==> config.mk <==
export PLATFORM = sky130hd
export DESIGN_NAME = bus_arbiter
export DESIGN_NICKNAME = d
export VERILOG_FILES = /design/src/rtl/bus_pkg.sv /design/src/rtl/rr_pick.sv /design/src/rtl/bus_arbiter.sv
export SDC_FILE = /design/constraint.sdc
export NUM_CORES = 1
export LEC_CHECK = 0
export ABC_AREA = 1
export BUFFER_PORTS_ARGS = -buffer_cell sky130_fd_sc_hd__buf_2
export CAP_MARGIN = 20
export CORE_UTILIZATION = 41
export DETAILED_ROUTE_END_ITERATION = 6
export GPL_ROUTABILITY_DRIVEN = 0
export HOLD_SLACK_MARGIN = 0.08
export MAX_ROUTING_LAYER = met4
export PLACE_DENSITY = 0.95
export SYNTH_ARGS = -nofsm -noshare
export SYNTH_HDL_FRONTEND = slang
export SYNTH_SLANG_ARGS = --single-unit
==> constraint.sdc <==
create_clock -name clk -period 2.3 [get_ports clk]
set_input_delay 0.115 -clock clk [delete_from_list [all_inputs] [get_ports clk]]
set_output_delay 0.115 -clock clk [all_outputs]
set_load 0.05 [all_outputs]
==> src/rtl/bus_pkg.sv <==
// Shared types and constants for the bus arbiter: FSM encoding, channel index
// and burst counter widths, and active-low strobe helpers.
package bus_pkg;

    typedef enum logic [1:0] {
        ARB_IDLE  = 2'd0,
        ARB_BURST = 2'd1,
        ARB_HOLD  = 2'd2
    } arb_state_e;

    // Wide enough for the largest channel count (8) and burst length (15).
    localparam int CHAN_IDX_W = 3;
    localparam int CNT_W      = 4;

    localparam logic STROBE_ON  = 1'b0;
    localparam logic STROBE_OFF = 1'b1;

    function automatic logic strobe_n(input logic active);
        return active ? STROBE_ON : STROBE_OFF;
    endfunction

endpackage

==> src/rtl/rr_pick.sv <==
// Combinational round-robin selector: returns the first set bit of req_i at or
// after ptr_i, wrapping modulo N.
module rr_pick
    import bus_pkg::*;
#(
    parameter int N = 2
) (
    input  logic [N-1:0]          req_i,
    input  logic [CHAN_IDX_W-1:0] ptr_i,
    output logic [CHAN_IDX_W-1:0] grant_o,
    output logic                  valid_o
);

    localparam logic [CHAN_IDX_W:0] N_W = (CHAN_IDX_W+1)'(N);

    logic [2*N-1:0]        req_dbl;
    logic [N-1:0]          req_rot;
    logic [CHAN_IDX_W-1:0] grant_chain [N+1];

    // Rotate so that bit 0 of req_rot is the channel at ptr_i.
    assign req_dbl = {req_i, req_i};
    assign req_rot = N'(req_dbl >> ptr_i);

    assign grant_chain[N] = '0;

    for (genvar gi = 0; gi < N; gi++) begin : g_cand
        logic [CHAN_IDX_W:0]   sum;
        logic [CHAN_IDX_W-1:0] cand;
        assign sum  = {1'b0, ptr_i} + (CHAN_IDX_W+1)'(gi);
        assign cand = (sum >= N_W) ? CHAN_IDX_W'(sum - N_W) : CHAN_IDX_W'(sum);
        assign grant_chain[gi] = req_rot[gi] ? cand : grant_chain[gi+1];
    end

    assign grant_o = grant_chain[0];
    assign valid_o = |req_i;

endmodule

==> src/rtl/bus_arbiter.sv <==
// Memory-bus arbiter between the CPU and NUM_DMA DMA channels, with RAM port mux.
// Optional macro BUS_ARB_FIXED_PRIO_EN: lowest-index requester always wins.
module bus_arbiter
    import bus_pkg::*;
#(
    parameter int NUM_DMA   = 2,
    parameter int BURST_LEN = 4,
    parameter int DMA_AW    = 18,
    parameter int RAM_AW    = 16,
    parameter int DW        = 16
) (
    input  logic                      clk,
    input  logic                      reset,
    input  logic                      bus_arbitrate,
    input  logic [21:0]               cpu_addr,
    input  logic [DW-1:0]             cpu_data_in,
    input  logic                      cpu_rd,
    input  logic                      cpu_wr,
    input  logic                      cpu_byte_op,
    input  logic                      cpu_ram_access,
    output logic                      bus_ack,
    input  logic [NUM_DMA-1:0]        dma_req,
    output logic [NUM_DMA-1:0]        dma_ack,
    input  logic [NUM_DMA*DMA_AW-1:0] dma_addr,
    input  logic [NUM_DMA*DW-1:0]     dma_data_in,
    input  logic [NUM_DMA-1:0]        dma_rd,
    input  logic [NUM_DMA-1:0]        dma_wr,
    output logic [RAM_AW-1:0]         ram_addr,
    output logic [DW-1:0]             ram_data_in,
    output logic                      ram_byte_op,
    output logic                      ram_ce_n,
    output logic                      ram_we_n,
    output logic                      ram_oe_n,
    output logic [2:0]                cur_chan
);

    localparam logic [CNT_W-1:0] BURST_MAX = CNT_W'(BURST_LEN);

    arb_state_e            state_q, state_d;
    logic [CHAN_IDX_W-1:0] cur_chan_q, cur_chan_d;
    logic [CNT_W-1:0]      burst_cnt_q, burst_cnt_d;

    logic [NUM_DMA-1:0]    chan_sel;
    logic                  in_burst;
    logic                  req_cur;
    logic                  burst_end;
    logic [CHAN_IDX_W-1:0] pick_idx;
    logic                  pick_valid;

    logic [RAM_AW-1:0]     addr_chain [NUM_DMA+1];
    logic [DW-1:0]         data_chain [NUM_DMA+1];
    logic [NUM_DMA:0]      rd_chain;
    logic [NUM_DMA:0]      wr_chain;

    logic                  unused_ok;

    assign addr_chain[NUM_DMA] = '0;
    assign data_chain[NUM_DMA] = '0;
    assign rd_chain[NUM_DMA]   = 1'b0;
    assign wr_chain[NUM_DMA]   = 1'b0;

    // chan_sel is one-hot, so a priority chain acts as a plain mux.
    for (genvar gi = 0; gi < NUM_DMA; gi++) begin : g_chan
        assign chan_sel[gi]   = (cur_chan_q == CHAN_IDX_W'(gi));
        assign addr_chain[gi] = chan_sel[gi] ? dma_addr[gi*DMA_AW +: RAM_AW] : addr_chain[gi+1];
        assign data_chain[gi] = chan_sel[gi] ? dma_data_in[gi*DW +: DW] : data_chain[gi+1];
        assign rd_chain[gi]   = chan_sel[gi] ? dma_rd[gi] : rd_chain[gi+1];
        assign wr_chain[gi]   = chan_sel[gi] ? dma_wr[gi] : wr_chain[gi+1];
    end

    assign in_burst  = (state_q == ARB_BURST);
    assign req_cur   = |(dma_req & chan_sel);
    assign burst_end = in_burst && (!req_cur || burst_cnt_q == BURST_MAX);

`ifdef BUS_ARB_FIXED_PRIO_EN
    logic [CHAN_IDX_W-1:0] fp_chain [NUM_DMA+1];

    assign fp_chain[NUM_DMA] = '0;
    for (genvar gi = 0; gi < NUM_DMA; gi++) begin : g_fixed
        assign fp_chain[gi] = dma_req[gi] ? CHAN_IDX_W'(gi) : fp_chain[gi+1];
    end

    assign pick_idx   = fp_chain[0];
    assign pick_valid = |dma_req;
`else
    localparam logic [CHAN_IDX_W-1:0] LAST_CHAN = CHAN_IDX_W'(NUM_DMA - 1);

    logic [CHAN_IDX_W-1:0] rr_ptr_q, rr_ptr_d;
    logic [CHAN_IDX_W-1:0] next_chan;

    assign next_chan = (cur_chan_q == LAST_CHAN) ? '0 : cur_chan_q + 1'b1;

    // The channel just served drops to lowest priority for the next pick.
    always_comb begin
        rr_ptr_d = rr_ptr_q;
        if (burst_end) begin
            rr_ptr_d = next_chan;
        end
    end

    always_ff @(posedge clk) begin
        if (reset) begin
            rr_ptr_q <= '0;
        end else begin
            rr_ptr_q <= rr_ptr_d;
        end
    end

    rr_pick #(
        .N (NUM_DMA)
    ) u_rr_pick (
        .req_i   (dma_req),
        .ptr_i   (rr_ptr_q),
        .grant_o (pick_idx),
        .valid_o (pick_valid)
    );
`endif

    always_comb begin
        state_d     = state_q;
        cur_chan_d  = cur_chan_q;
        burst_cnt_d = burst_cnt_q;
        case (state_q)
            ARB_IDLE: begin
                if (bus_arbitrate && pick_valid) begin
                    state_d     = ARB_BURST;
                    cur_chan_d  = pick_idx;
                    burst_cnt_d = CNT_W'(1);
                end
            end
            ARB_BURST: begin
                if (burst_end) begin
                    state_d = ARB_HOLD;
                end else begin
                    burst_cnt_d = burst_cnt_q + 1'b1;
                end
            end
            // One guaranteed CPU cycle between bursts.
            ARB_HOLD: state_d = ARB_IDLE;
            default:  state_d = ARB_IDLE;
        endcase
    end

    always_ff @(posedge clk) begin
        if (reset) begin
            state_q     <= ARB_IDLE;
            cur_chan_q  <= '0;
            burst_cnt_q <= '0;
        end else begin
            state_q     <= state_d;
            cur_chan_q  <= cur_chan_d;
            burst_cnt_q <= burst_cnt_d;
        end
    end

    assign bus_ack  = ~in_burst;
    assign dma_ack  = in_burst ? chan_sel : '0;
    assign cur_chan = cur_chan_q;

    // A channel asserting both strobes is treated as a write.
    always_comb begin
        ram_addr    = cpu_addr[RAM_AW-1:0];
        ram_data_in = cpu_data_in;
        ram_byte_op = cpu_byte_op;
        ram_ce_n    = strobe_n((cpu_rd | cpu_wr) & cpu_ram_access);
        ram_we_n    = strobe_n(cpu_wr & cpu_ram_access);
        ram_oe_n    = strobe_n(cpu_rd & cpu_ram_access);
        if (in_burst) begin
            ram_addr    = addr_chain[0];
            ram_data_in = data_chain[0];
            ram_byte_op = 1'b0;
            ram_ce_n    = strobe_n(rd_chain[0] | wr_chain[0]);
            ram_we_n    = strobe_n(wr_chain[0]);
            ram_oe_n    = strobe_n(rd_chain[0] & ~wr_chain[0]);
        end
    end

    // Upper address bits do not reach the RAM.
    assign unused_ok = ^{cpu_addr, dma_addr};

endmodule

==> results.py, run 1 <==
metrics = {
    "floorplanning": {
        "fp.coreArea_um2": 4030,
        "rows": 23,
        "die_x_um": 67.0,
        "initial_core_util": 0.430,
        "die_area_um2": 4490,
        "dieHeight_um": 67.0,
        "ios": 161,
    },
    "detailed_routing": {
        "drt_iter0_markers": 98,
        "detail-route-antenna-nets": 0,
        "wirelength_um": 6070,
        "drcViolationCount": 0,
        "vias": 2280,
        "drt_pass1_iterations": 4,
        "wl_per_cell_um": 13.2,
        "viasPerCell": 4.97,
    },
    "cts": {
        "clkTransAtPathRegs_ns": 0.05,
        "cts.path.max_buffers": 2,
        "cts-root-buf": "clkbuf_8",
        "cts_setup_buffers": 0,
        "hold_buffers": 0,
        "clk_latency_ns": 0.24,
        "htreeDepth": 1,
        "cts-resized-gates": 0,
        "cts.sinks": 12,
        "cts_tree": "done",
        "numCtsBuffers": 3,
    },
    "critical_path": {
        "end_kind": "primary output",
        "cp-start-kind": "flop",
        "timing.rr.start": "state_q[0]$_SDFFE_PP0P_",
        "crit_chain": "inv_2 -> nor3_4 -> nand2_2 -> inv_4 -> nand2_1 -> nand3_1 -> buf_2",
        "slowest_delay_ns": 0.46,
        "startpoint": "cur_chan[0]$_SDFFE_PP0P_",
        "path_class": "flop to primary output",
        "required_ns": 2.18,
        "worst-path-max-fanout": 33,
        "cp_top_family": "buffers and inverters",
        "cp_num_buf_inv": 3,
        "worstPathArrival_ns": 1.96,
        "slowest_stage": "dfxtp_1",
    },
    "sta": {
        "finalCritPeriodShare": 0.902,
        "slew_viol_final": 0,
        "worst_pin_slew_ns": 0.601,
        "finalCriticalPeriod_ns": 2.08,
        "finalSetupViolCount": 0,
        "hold_viol_final": 0,
        "max_clock_freq_ghz": 0.482,
        "rsz0062_at_grt": "no",
        "final.setup.tns_ns": 0,
        "clock_skew_ns": 0.000570,
        "relSlewSlack": 0.598,
    },
    "grt": {
        "grt_max_degree": 38,
        "grt_pass1_vias": 1833,
        "antenna_found_initial": 0,
        "track_usage": 0.249,
        "grt_remaining_overflow": 0,
        "grt_first_pass_wirelength_um": 8220,
    },
    "synthesis": {
        "ys_ff_latch": 12,
        "ys_warn_count": 0,
        "netlist-cell-type-count": 28,
        "synth.area.top_cells": "nand2_1 (20%), nand3_2 (17%), dfxtp_1 (14%)",
        "synth_top_area_cell": "nand2_1",
        "synth.avg_cell_area_um2": 6.49,
        "syn_nets": 393,
        "syn_area_um2": 1730,
        "ys_seq_area_frac": 0.139,
        "yosys.area.top_type_share": 0.201,
        "synthCells": 267,
    },
    "finish": {
        "fin_nets": 537,
        "diodes": 0,
        "syn2layout_area_growth_pct": 43.4,
        "fin_util": 0.617,
        "fill_cells": 373,
        "drive_above_1_share": 0.555,
        "final_cell_mix": "buf_2 (150), nand2_1 (93), nand2_2 (32), nand3_2 (30), a21oi_1 (18)",
        "layout_commonest_cell": "buf_2",
    },
    "status": {
        "status": "finished clean",
    },
    "pwr": {
        "p_clk_frac": 0.160,
        "comb_power_share": 0.632,
        "seqPwrFrac": 0.208,
        "ir_drop_uv": 446,
        "power.leakage_nw": 1.43,
        "switching_power_w": 0.000619,
        "p_per_area_nw_per_um2": 470,
        "switching_share": 0.530,
        "internal-power_w": 0.000550,
    },
    "placement": {
        "port_buffers": 150,
        "dp_hpwl_um": 5000,
    },
    "min_path": {
        "hold_class": "input port to flop",
        "hp-start": "reset",
    },
    "run": {
        "maxCapViolations": 0,
    },
}
area by class of cell:
type,instances,area [um2],area share
Multi-Input combinational cell,229,1330,0.536
Sequential cell,12,240,0.0966
Clock buffer,3,41.3,0.0166
Inverter,15,58.8,0.0236
Tap cell,50,62.6,0.0252
Timing Repair Buffer,150,751,0.302
flip-flops by register name (all words and copies together) (netlist names):
name / cells
burst_cnt_q: 4
cur_chan: 3
rr_ptr_q: 3
state_q: 2
path summary, 6_finish.rpt:
check	end	slack (ns)	depth (start not counted)
setup / recovery	ram_addr[9]	0.22	7
hold / removal	burst_cnt_q[3]$_SDFFE_PP0P_	0.14	2
setup reg to reg	burst_cnt_q[3]$_SDFFE_PP0P_	0.86	6
hold reg to reg	burst_cnt_q[3]$_SDFFE_PP0P_	0.52	2
metrics by stage:
stage / hold WS (ns) / std cells / cell area, um2 / total power (W) / setup slack [ns]
4_1_cts: 0.134 / 459 / 2490 / 0.00117 / 0.201
3_3_place_gp: 0.385 / 456 / 2450 / 0.000975 / 0.503
5_1_grt: 0.143 / 459 / 2490 / 0.00124 / 0.0706
6_report: 0.139 / 459 / 2490 / 0.00117 / 0.225
2_1_floorplan: 0.277 / 267 / 1730 / 0.000775 / 0.175
3_5_place_dp: 0.385 / 456 / 2450 / 0.000986 / 0.466
cell usage after synthesis:
cell / instances
inv_1: 10
nand2_4: 2
nor2_4: 1
nand3b_1: 1
nor3_2: 1
nand2_1: 93
dfxtp_1: 12
nand3_1: 16
nand3_2: 30
nor2_1: 11
inv_4: 1
xnor2_1: 2
nand2_2: 32
buf_12: 3
or2_2: 1
o22ai_1: 1
a21oi_1: 18
inv_2: 4
o21ai_1: 3
buf_2: 6
nand4_1: 3
buf_1: 1
ha_1: 7
nor3_4: 1
nand3_4: 1
o21ai_0: 2
buf_4: 1
xor2_1: 3
routing by layer:
metal | GRT usage | wire length [um] | vias up
met1 | 0.250 | 2200 | 1036
met2 | 0.478 | 3280 | 83
met4 | 0.0957 | 154 | 0
li1 | - | - | 1148
met3 | 0.0308 | 431 | 13
met5 | - | 0 | -
cell families (layout without fill, tap and decap cells):
logic type / count (synthesis) / count (layout) / synth area share
buf+inv: 26 / 168 / 0.0924
simple gates: 193 / 193 / 0.623
fa+ha+maj: 7 / 7 / 0.0505
compound gates: 24 / 24 / 0.0700
xor+xnor: 5 / 5 / 0.0253
flops: 12 / 12 / 0.139
power by group through the flow:
stage               Combinational, W  Sequential [W]  Clock, W
floorplan                   0.000514        0.000261         0
global placement            0.000729        0.000246         0
detailed placement          0.000739        0.000247         0
CTS                         0.000743        0.000243  0.000189
global route                0.000791        0.000245  0.000203
finish                      0.000739        0.000243  0.000187
worst reg2reg max path: stages, from the launching register on:
cell and delay [ns]:
dfxtp_1 0.34, inv_2 0.05, nor2_4 0.27, inv_2 0.33
nor2_1 0.21, nand2_1 0.07, a21oi_1 0.11
(Power assumes the default switching activity.)
==> inputs of run 2 (changes only) <==
Settings changed: BUFFER_PORTS_ARGS -buffer_cell sky130_fd_sc_hd__buf_2 to unset, CORE_UTILIZATION 41 to 45, DONT_BUFFER_PORTS set to 1, PLACE_DENSITY 0.95 to 0.67.
==> results.py, run 2 (synthesis gave the netlist of run 1 again) <==
metrics = {
    "placement": {
        "port_buffers": 0,
        "placedInstanceArea_um2": 1820,
        "dp_hpwl_um": 3420,
    },
    "pwr": {
        "power_w": 0.00105,
        "seqPwrFrac": 0.226,
        "internal-power_w": 0.000477,
        "comb_power_share": 0.593,
        "p_clk_frac": 0.181,
        "p_per_area_nw_per_um2": 556,
        "switching_share": 0.544,
        "power.leakage_nw": 0.916,
        "switching_power_w": 0.000570,
        "ir_drop_uv": 393,
    },
    "grt": {
        "track_usage": 0.203,
        "grt_max_degree": 38,
        "grt_first_pass_wirelength_um": 6360,
        "grt_pass1_vias": 1427,
        "antenna_found_initial": 0,
        "grt_remaining_overflow": 0,
    },
    "detailed_routing": {
        "vias": 1764,
        "drt_pass1_iterations": 4,
        "drt_iter0_markers": 76,
        "drcViolationCount": 0,
        "viasPerCell": 5.50,
        "detail-route-antenna-nets": 0,
        "wirelength_um": 4260,
        "wl_per_cell_um": 13.3,
    },
    "floorplanning": {
        "fp.coreArea_um2": 3690,
        "dieHeight_um": 64.1,
        "initial_core_util": 0.470,
        "die_x_um": 64.1,
        "ios": 161,
        "die_area_um2": 4110,
        "rows": 22,
    },
    "cts": {
        "clkTransAtPathRegs_ns": 0.05,
        "htreeDepth": 1,
        "cts-resized-gates": 0,
        "cts-root-buf": "clkbuf_8",
        "cts_tree": "done",
        "cts.path.max_buffers": 2,
        "numCtsBuffers": 3,
        "cts.sinks": 12,
        "cts_setup_buffers": 0,
        "clk_latency_ns": 0.24,
        "hold_buffers": 2,
    },
    "sta": {
        "final.setup.tns_ns": 0,
        "clock_skew_ns": 0.00135,
        "worst_pin_slew_ns": 0.570,
        "max_clock_freq_ghz": 0.509,
        "relSlewSlack": 0.619,
        "rsz0062_at_grt": "no",
        "finalCritPeriodShare": 0.854,
        "finalCriticalPeriod_ns": 1.96,
        "finalSetupViolCount": 0,
        "hold_viol_final": 0,
        "holdWs_ns": 0.104,
        "slew_viol_final": 0,
    },
    "finish": {
        "layout_commonest_cell": "nand2_1",
        "largest_reg_flops": 4,
        "diodes": 0,
        "syn2layout_area_growth_pct": 8.51,
        "drive_above_1_share": 0.326,
        "fin_nets": 401,
        "multiInputGateArea_um2": 1330,
        "fin_area_um2": 1880,
        "seqCellArea_um2": 240,
        "final_cell_mix": "nand2_1 (93), nand2_2 (32), nand3_2 (30), a21oi_1 (18), nand3_1 (16)",
        "largest-register": "burst_cnt_q",
        "fill_cells": 361,
    },
    "critical_path": {
        "end_kind": "primary output",
        "required_ns": 2.18,
        "worst-path-max-fanout": 33,
        "cp_num_buf_inv": 3,
        "slowest_stage": "inv_2",
        "path_class": "flop to primary output",
        "worstPathArrival_ns": 1.85,
        "crit_chain": "inv_2 -> nor2_4 -> nand2_1 -> inv_2 -> nand2_1 -> nand3_1 -> buf_12",
        "cp_top_family": "simple AND/OR/NAND/NOR gates",
        "cp-start-kind": "flop",
        "slowest_delay_ns": 0.40,
    },
    "min_path": {
        "hold_class": "input port to flop",
    },
    "run": {
        "maxCapViolations": 0,
    },
    "status": {
        "status": "finished clean",
    },
}
==> run 2: path summary, 6_finish.rpt <==
check,startpoint,endpoint,slack [ns],cells past startpoint
worst min register to register,burst_cnt_q[3]$_SDFFE_PP0P_,burst_cnt_q[3]$_SDFFE_PP0P_,0.51,2
worst min-delay path,reset,rr_ptr_q[2]$_SDFFE_PP0P_,0.10,3
worst max-delay path,state_q[0]$_SDFFE_PP0P_,ram_addr[9],0.34,7
worst max register to register,state_q[0]$_SDFFE_PP0P_,burst_cnt_q[3]$_SDFFE_PP0P_,0.88,6
==> run 2: stage by stage <==
stage | std cells | utilization | setup WS (ns)
after floorplan | 267 | - | 0.175
after global placement | 316 | 0.494 | 0.597
after detailed placement | 316 | 0.494 | 0.572
after CTS | 321 | 0.510 | 0.310
after global routing | 321 | 0.510 | 0.185
final | 321 | 0.510 | 0.336
==> run 2: power by group through the flow <==
stage               clock (W)  sequential (W)  combinational (W)
detailed placement          0        0.000241           0.000617
finish               0.000189        0.000237           0.000620
CTS                  0.000191        0.000237           0.000623
floorplan                   0        0.000261           0.000514
global placement            0        0.000241           0.000613
global route         0.000201        0.000239           0.000660
==> run 2: layout make-up <==
class,instances,share of cell area
flip-flops and latches,12,0.128
well taps,48,0.0319
clock buffers,3,0.0219
repair buffers,14,0.0785
inverters,15,0.0313
multi-input cells,229,0.709
==> run 2: worst reg2reg max path, delay by kind of cell, from the launching register on <==
family / cells / cell delay, ns
AOI/OAI and AO/OA: 1 / 0.11
and+or+nand+nor: 3 / 0.53
buffers and inverters: 2 / 0.38
DFF: 1 / 0.33
==> run 2: per-layer routing <==
layer	track usage	up-vias	share of wire
li1	-	876	-
met1	0.230	809	0.41
met2	0.356	75	0.50
met3	0.0321	4	0.076
met4	0.0767	0	0.013
met5	-	-	0
==> inputs of run 3 (changes only) <==
Settings changed: CORE_AREA set to 2 2 62 64, CORE_UTILIZATION 45 to unset, DIE_AREA set to 0 0 64 66, PLACE_DENSITY 0.67 to 0.71, TNS_END_PERCENT set to 30.
==> results.py, run 3 (synthesis gave the netlist of run 1 again) <==
metrics = {
    "min_path": {
        "hold_class": "input port to flop",
        "hold_end": "state_q[0]$_SDFFE_PP0P_",
        "hold_depth": 2,
        "hp-start": "bus_arbitrate",
    },
    "finish": {
        "fill_cells": 346,
        "largest_reg_flops": 4,
        "fin_nets": 401,
        "drive_above_1_share": 0.322,
        "fin_util": 0.525,
        "layout.cells.non_filler": 321,
        "syn2layout_area_growth_pct": 7.58,
        "largest-register": "burst_cnt_q",
        "final_cell_mix": "nand2_1 (93), nand2_2 (32), nand3_2 (30), a21oi_1 (18), nand3_1 (16)",
        "layout_commonest_cell": "nand2_1",
        "diodes": 0,
    },
    "detailed_routing": {
        "met3_length_um": 388,
        "wirelength_um": 4490,
        "drt_pass1_iterations": 4,
        "drt-met1-wl_um": 1710,
        "vias": 1771,
        "maxUsedRoutingLayer": "met4",
        "detail-route-antenna-nets": 0,
        "drcViolationCount": 0,
        "wl_per_cell_um": 14.0,
        "viasPerCell": 5.52,
        "wl_met2_um": 2310,
        "drt_iter0_markers": 62,
    },
    "sta": {
        "finalCritPeriodShare": 0.886,
        "holdWs_ns": 0.114,
        "hold_viol_final": 0,
        "worst_pin_slew_ns": 0.789,
        "max_clock_freq_ghz": 0.491,
        "rsz0062_at_grt": "no",
        "clock_skew_ns": 0.00335,
        "finalCriticalPeriod_ns": 2.04,
        "finalSetupViolCount": 0,
        "final.setup.tns_ns": 0,
        "slew_viol_final": 0,
        "relSlewSlack": 0.473,
    },
    "pwr": {
        "power.leakage_nw": 0.908,
        "power_w": 0.000988,
        "p_per_area_nw_per_um2": 530,
        "ir_drop_uv": 297,
    },
    "floorplanning": {
        "die_area_um2": 4220,
        "die_x_um": 64,
        "rows": 22,
        "fp.coreArea_um2": 3550,
        "dieHeight_um": 66,
        "initial_core_util": 0.488,
        "ios": 161,
    },
    "critical_path": {
        "path_class": "flop to primary output",
        "r2r_cells": 6,
        "crit_chain": "nor2_4 -> inv_2 -> nand2_1 -> o22ai_1 -> buf_4",
        "required_ns": 2.18,
        "cp_top_family": "buffers and inverters",
        "cp-start-kind": "flop",
        "worstPathArrival_ns": 1.92,
        "slowest_delay_ns": 0.59,
        "worst-path-max-fanout": 37,
        "timing.rr.start": "state_q[0]$_SDFFE_PP0P_",
        "end_kind": "primary output",
        "slowest_stage": "inv_2",
        "cp_num_buf_inv": 2,
        "r2r_slack_ns": 0.78,
        "r2r_end": "burst_cnt_q[3]$_SDFFE_PP0P_",
    },
    "cts": {
        "numCtsBuffers": 3,
        "cts.path.max_buffers": 2,
        "clk_latency_ns": 0.28,
        "htreeDepth": 1,
        "cts-root-buf": "clkbuf_4",
        "cts.sinks": 12,
        "cts-resized-gates": 0,
        "clkTransAtPathRegs_ns": 0.07,
        "cts_setup_buffers": 0,
        "hold_buffers": 3,
        "cts_tree": "done",
    },
    "grt": {
        "grt_remaining_overflow": 0,
        "antenna_found_initial": 0,
        "track_usage": 0.199,
        "grt_max_degree": 38,
        "grt_first_pass_wirelength_um": 6580,
        "grt_pass1_vias": 1473,
    },
    "placement": {
        "dp_hpwl_um": 3660,
        "port_buffers": 0,
        "dp_cells": 315,
    },
    "status": {
        "status": "finished clean",
    },
    "run": {
        "maxCapViolations": 0,
    },
}
-- run 3: cell count changes in the layout (fill, tap and decap cells not counted), sizes merged --
cell / before / now
buf: 12 / 11
dlygate4sd3: 2 / 3
-- run 3: worst max path at each step --
stage	from	to	slack (ns)	cells past startpoint
finish	state_q[1]$_SDFFE_PP0P_	ram_ce_n	0.26	5
global route	state_q[1]$_SDFFE_PP0P_	ram_ce_n	0.12	5
CTS	state_q[1]$_SDFFE_PP0P_	ram_ce_n	0.25	5
detailed placement	state_q[1]$_SDFFE_PP0P_	ram_ce_n	0.57	5
global placement	state_q[1]$_SDFFE_PP0P_	ram_we_n	0.58	4
floorplan	cur_chan[0]$_SDFFE_PP0P_	ram_oe_n	0.18	6
-- run 3: routing by layer --
| metal | track usage | vias up |
|---|---|---|
| li1 | - | 875 |
| met1 | 0.211 | 816 |
| met2 | 0.357 | 70 |
| met3 | 0.0477 | 10 |
| met4 | 0.0815 | 0 |
| met5 | - | - |
-- run 3: final cells by class --
| cell class | instances | area, um2 | area share |
|---|---|---|---|
| Clock buffer | 3 | 22.5 | 0.0121 |
| Timing Repair Buffer | 14 | 150 | 0.0805 |
| Tap cell | 48 | 60.1 | 0.0322 |
| Sequential cell | 12 | 240 | 0.129 |
| Multi-Input combinational cell | 229 | 1330 | 0.715 |
| Inverter | 15 | 58.8 | 0.0315 |
-- run 3: power breakdown --
| group | switching, W | internal [W] | total (W) |
|---|---|---|---|
| logic | 0.000481 | 0.000140 | 0.000621 |
| clock network | 0.0000701 | 0.0000607 | 0.000131 |
| registers | 0.0000157 | 0.000221 | 0.000236 |
| total | 0.000567 | 0.000422 | 0.000988 |
-- run 3: worst register-to-register path, stage by stage, from the launching register on --
cell and delay (ns):
dfxtp_1 0.34, inv_2 0.05, nor2_4 0.27, inv_2 0.41, nor2_1 0.20, nand2_1 0.07
a21oi_1 0.11
-- run 3: metrics by stage --
step	area [um2]	setup WS, ns
finish	1870	0.262
global route	1870	0.117
CTS	1870	0.254
detailed placement	1810	0.569
global placement	1810	0.577
floorplan	1730	0.175
